--- src/rtl/opb_register_simulink2ppc.sv ---
// OPB slave exposing a fabric-captured word, its new/overflow status and a
// 16-bit capture counter to the PowerPC (fabric-to-processor direction).
module opb_register_simulink2ppc #(
  parameter logic [31:0] C_BASEADDR   = 32'h01000700,
  parameter logic [31:0] C_HIGHADDR   = 32'h010007FF,
  parameter int          C_OPB_AWIDTH = 32,
  parameter int          C_OPB_DWIDTH = 32,
  parameter string       C_FAMILY     = "virtex5"
) (
  input  logic                      OPB_Clk,
  input  logic                      OPB_Rst,
  input  logic [0:C_OPB_AWIDTH-1]   OPB_ABus,
  input  logic [0:C_OPB_DWIDTH/8-1] OPB_BE,
  input  logic [0:C_OPB_DWIDTH-1]   OPB_DBus,
  input  logic                      OPB_RNW,
  input  logic                      OPB_select,
  input  logic                      OPB_seqAddr,
  output logic [0:C_OPB_DWIDTH-1]   Sl_DBus,
  output logic                      Sl_xferAck,
  output logic                      Sl_errAck,
  output logic                      Sl_retry,
  output logic                      Sl_toutSup,
  input  logic [31:0]               user_data_in,
  input  logic                      user_data_valid
);

  typedef enum logic [1:0] {
    ST_IDLE = 2'd0,
    ST_ACK  = 2'd1,
    ST_HOLD = 2'd2
  } state_e;

  localparam bit FAMILY_SET_LP = (C_FAMILY != "");

  state_e      state_q;
  logic        ack_q;
  logic [31:0] dbus_q;
  logic        rnw_q;
  logic [1:0]  off_q;

  logic [31:0] data_q, data_d;
  logic        new_q, new_d;
  logic        ovf_q, ovf_d;
  logic [15:0] count_q, count_d;

  logic        hit_s;
  logic [1:0]  off_s;
  logic [31:0] rd_word_s;
  logic        rd_clr_s;
  logic        cnt_clr_s;
  logic        unused_ok_s;

  assign unused_ok_s = ^{OPB_BE, OPB_DBus, OPB_seqAddr, FAMILY_SET_LP};

  assign off_s     = OPB_ABus[28:29];
  assign hit_s     = OPB_select && (OPB_ABus >= C_BASEADDR) && (OPB_ABus <= C_HIGHADDR);
  // Side effects belong to the ACK cycle, using the offset latched at the hit.
  assign rd_clr_s  = (state_q == ST_ACK) && rnw_q && (off_q == 2'd0);
  assign cnt_clr_s = (state_q == ST_ACK) && !rnw_q && (off_q == 2'd2);

  always_comb begin
    case (off_s)
      2'd0:    rd_word_s = data_q;
      2'd1:    rd_word_s = {30'd0, ovf_q, new_q};
      2'd2:    rd_word_s = {16'd0, count_q};
      default: rd_word_s = 32'd0;
    endcase
  end

  always_ff @(posedge OPB_Clk) begin
    if (OPB_Rst) begin
      state_q <= ST_IDLE;
      ack_q   <= 1'b0;
      dbus_q  <= 32'd0;
      rnw_q   <= 1'b0;
      off_q   <= 2'd0;
    end else begin
      ack_q  <= 1'b0;
      dbus_q <= 32'd0;
      case (state_q)
        ST_IDLE: begin
          if (hit_s) begin
            state_q <= ST_ACK;
            ack_q   <= 1'b1;
            rnw_q   <= OPB_RNW;
            off_q   <= off_s;
            dbus_q  <= OPB_RNW ? rd_word_s : 32'd0;
          end else begin
            state_q <= ST_IDLE;
          end
        end
        ST_ACK:  state_q <= ST_HOLD;
        ST_HOLD: state_q <= OPB_select ? ST_HOLD : ST_IDLE;
        default: state_q <= ST_IDLE;
      endcase
    end
  end

  // Capture beats read-clear on new_flag; a counter clear beats a capture.
  always_comb begin
    data_d  = data_q;
    new_d   = new_q;
    ovf_d   = ovf_q;
    count_d = count_q;
    if (user_data_valid) begin
      data_d  = user_data_in;
      new_d   = 1'b1;
      ovf_d   = rd_clr_s ? ovf_q : (ovf_q | new_q);
      count_d = count_q + 16'd1;
    end else if (rd_clr_s) begin
      new_d = 1'b0;
      ovf_d = 1'b0;
    end else begin
      new_d = new_q;
    end
    if (cnt_clr_s) begin
      count_d = 16'd0;
    end else begin
      count_d = count_d;
    end
  end

  always_ff @(posedge OPB_Clk) begin
    if (OPB_Rst) begin
      data_q  <= 32'd0;
      new_q   <= 1'b0;
      ovf_q   <= 1'b0;
      count_q <= 16'd0;
    end else begin
      data_q  <= data_d;
      new_q   <= new_d;
      ovf_q   <= ovf_d;
      count_q <= count_d;
    end
  end

  assign Sl_DBus    = dbus_q;
  assign Sl_xferAck = ack_q;
  assign Sl_errAck  = 1'b0;
  assign Sl_retry   = 1'b0;
  assign Sl_toutSup = 1'b0;

endmodule

--- config.mk ---
export PLATFORM = sky130hd
export DESIGN_NAME = opb_register_simulink2ppc
export DESIGN_NICKNAME = d
export VERILOG_FILES = /design/src/rtl/opb_register_simulink2ppc.sv
export SDC_FILE = /design/constraint.sdc
export NUM_CORES = 1
export LEC_CHECK = 0
export CAP_MARGIN = 10
export CORE_ASPECT_RATIO = 0.5
export CORE_UTILIZATION = 43
export DETAILED_ROUTE_END_ITERATION = 8
export MAX_ROUTING_LAYER = met4
export PLACE_DENSITY_LB_ADDON = 0.2
export SLEW_MARGIN = 20
export SYNTH_ARGS = -nofsm -noshare
export SYNTH_HDL_FRONTEND = slang
export SYNTH_SLANG_ARGS = --single-unit
--- constraint.sdc ---
create_clock -name OPB_Clk -period 2.3 [get_ports OPB_Clk]
set_input_delay 0.345 -clock OPB_Clk [delete_from_list [all_inputs] [get_ports OPB_Clk]]
set_output_delay 0.345 -clock OPB_Clk [all_outputs]
set_load 0.1 [all_outputs]
==> impl_metrics.json <==
{
  "fin_crit_ns": 1.86,
  "route.detailed.drc": 0,
  "place_congestion": 0.796,
  "min_path_type": "reg -> reg",
  "numPortBuffers": 95,
  "status": "complete, no violations",
  "ys_seq_area_share_pct": 51.3,
  "synth_commonest_cells": "dfxtp_1, mux2i_1, nor2_1, and2_1",
  "cts_tree": "yes",
  "p_leak_nw": 1.90,
  "viasPerCell": 4.89,
  "clock_path_buffers": 2,
  "worstPathCellList": "clkdlybuf4s50_1 > nor4_1 > nand4_1 > or4_4 > nor2_1",
  "hold_violations": 0,
  "overflow": 0,
  "drt_pass1_iterations": 4,
  "grtUsageTotal_pct": 19.3,
  "synth_edf_count": 0,
  "grt_pass1_wl_mm": 12.0,
  "finalCritPeriodShare_pct": 80.9,
  "synth_cells": 327,
  "crit_fanout": 14,
  "clkLatencyLatePin_ns": 0.33,
  "cp-startpoint": "OPB_ABus[12]",
  "routed_wl_mm": 7.13,
  "initial_core_util_pct": 45.7,
  "synth_cell_type_count": 41,
  "synthFlopType": "dfxtp_1",
  "critPathCaptureType": "flop",
  "final_nets": 532,
  "hpwlAfterDp_mm": 5.12,
  "ant_nets": 0,
  "place_area_um2": 4390,
  "die_area_um2": 8370,
  "fin_util_pct": 62.1,
  "synth_top_cell_by_area": "dfxtp_1",
  "cts_made_buffers": 9,
  "synthTopCellsByArea": "dfxtp_1, mux2i_1, nor2_1, nor2_4, and2_1",
  "final_layout_size_suffix_gt1_share_pct": 17.8,
  "maxCapViolCount": 0,
  "cp.required_ns": 2.56,
  "fin_area_um2": 4670,
  "drtIter0Drc": 114,
  "fp.dieW_um": 128,
  "dieHeight_um": 65.2,
  "rsz0062_at_grt": "false",
  "max_freq_ghz": 0.538,
  "dr.max_layer_used": "met4",
  "wl_met1_mm": 3.09,
  "finClkSkew_ns": 0.00199,
  "hold_ws_ns": 0.448,
  "post_cts_buffers": 0,
  "setup_viol": 0,
  "hold_buffers": 0,
  "pre_cts_ws_ns": 0.0620,
  "syn_area_um2": 3430,
  "ioPinCount": 142,
  "core_region_area_um2": 7510,
  "antenna_found_initial": 0,
  "arrival_ns": 2.12,
  "diodes": 0,
  "ys_ff_latch": 88,
  "wl_met3_um": 501,
  "powerDensity_nw_per_um2": 685,
  "row_count": 22,
  "grt_max_degree": 43,
  "drv_slew": 0,
  "clkSlewWorstSetupHoldPaths_ns": 0.06,
  "cts-root-buf": "clkbuf_16",
  "synth_top_area_share_pct": 51.3,
  "cts.repair.resized": 0,
  "cts.sinks": 88,
  "vias": 2621,
  "peakVddDrop_mv": 0.401,
  "crit_slowest_cell": "or4_4",
  "path_class": "in -> reg",
  "htreeDepth": 3,
  "worst_slack_ns": 0.440,
  "worstHoldStart": "data_q[31]",
  "synth_most_common_cell": "dfxtp_1",
  "yosysWarningCount": 0,
  "wl_per_cell_um": 13.3,
  "regToRegStartpoint": "count_q[2]",
  "cpPeakStageDelay_ns": 0.64,
  "async_reset_ff_share_pct": 0,
  "crit_path_start_kind": "primary input",
  "route.met2.wl_mm": 3.48,
  "syn_to_final_growth_pct": 35.8,
  "post_synth.cell_area_avg_um2": 10.5,
  "finalSetupTns_ns": 0,
  "grt_pass1_vias": 2669
}
-- critical path, delay by kind of cell --
family / cells / cell delay [ns]
simple gates: 4 / 1.37
buf+inv: 1 / 0.40
-- logic make-up (layout without fill, tap and decap cells) --
logic type      count (synthesis)  count (layout)  synth area share (%)
flops                          88              88                  51.3
compound gates                 22              22                  3.53
mux                            51              51                  14.9
buf+inv                        23             122                  3.61
xor+xnor                        9               9                  2.29
other cells                     1               3                 0.109
simple gates                  131             131                  23.6
fa+ha+maj                       2               2                 0.728
-- cell type report --
type	count	area [µm²]
Fill cell	621	2850
Clock buffer	12	256
Clock inverter	3	17.5
Timing Repair Buffer	103	923
Inverter	4	15.0
Tap cell	108	135
Multi-Input combinational cell	218	1560
Sequential cell	88	1760
-- sequential cells by signal, summed over array words and instances, names as in the netlist --
name,cells
count_q,16
off_q,2
Sl_DBus,32
state_q,2
ovf_q,1
new_q,1
data_q,32
Sl_xferAck,1
rnw_q,1
-- through the flow --
stage,std cells,total power [mW]
floorplan,329,1.76
global placement,521,1.89
detailed placement,521,1.90
CTS,536,3.23
global route,536,3.32
finish,536,3.19
-- per-layer routing --
| metal | track usage (%) | vias to the layer above |
|---|---|---|
| li1 | - | 1311 |
| met1 | 20.4 | 1220 |
| met2 | 33.9 | 83 |
| met3 | 7.65 | 7 |
| met4 | 5.44 | 0 |
| met5 | - | - |
-- power breakdown --
group / total (mW) / leakage (nW) / switching (mW) / internal [mW]
Combinational: 0.282 / 1.05 / 0.126 / 0.156
Sequential: 1.59 / 0.716 / 0.0221 / 1.56
Clock: 1.33 / 0.134 / 0.547 / 0.781
Total: 3.19 / 1.90 / 0.694 / 2.50
-- cell usage in the layout, fill, tap and decap left out, drive strengths merged, types with 9 or more instances in the layout --
master and count:
a21oi 10, buf 42, nand3 9, mux2i 51
clkbuf 12, and2 16, dfxtp 88, clkdlybuf4s50 61
nor2 60
-- final timing paths --
kind / slack (ns) / cells past startpoint / end
worst max-delay path: 0.44 / 5 / Sl_DBus[28]
worst min-delay path: 0.45 / 1 / Sl_DBus[0]
worst max register to register: 0.51 / 4 / count_q[15]
worst min register to register: 0.45 / 1 / Sl_DBus[0]
Note: power is estimated with default switching activity, not from simulation.
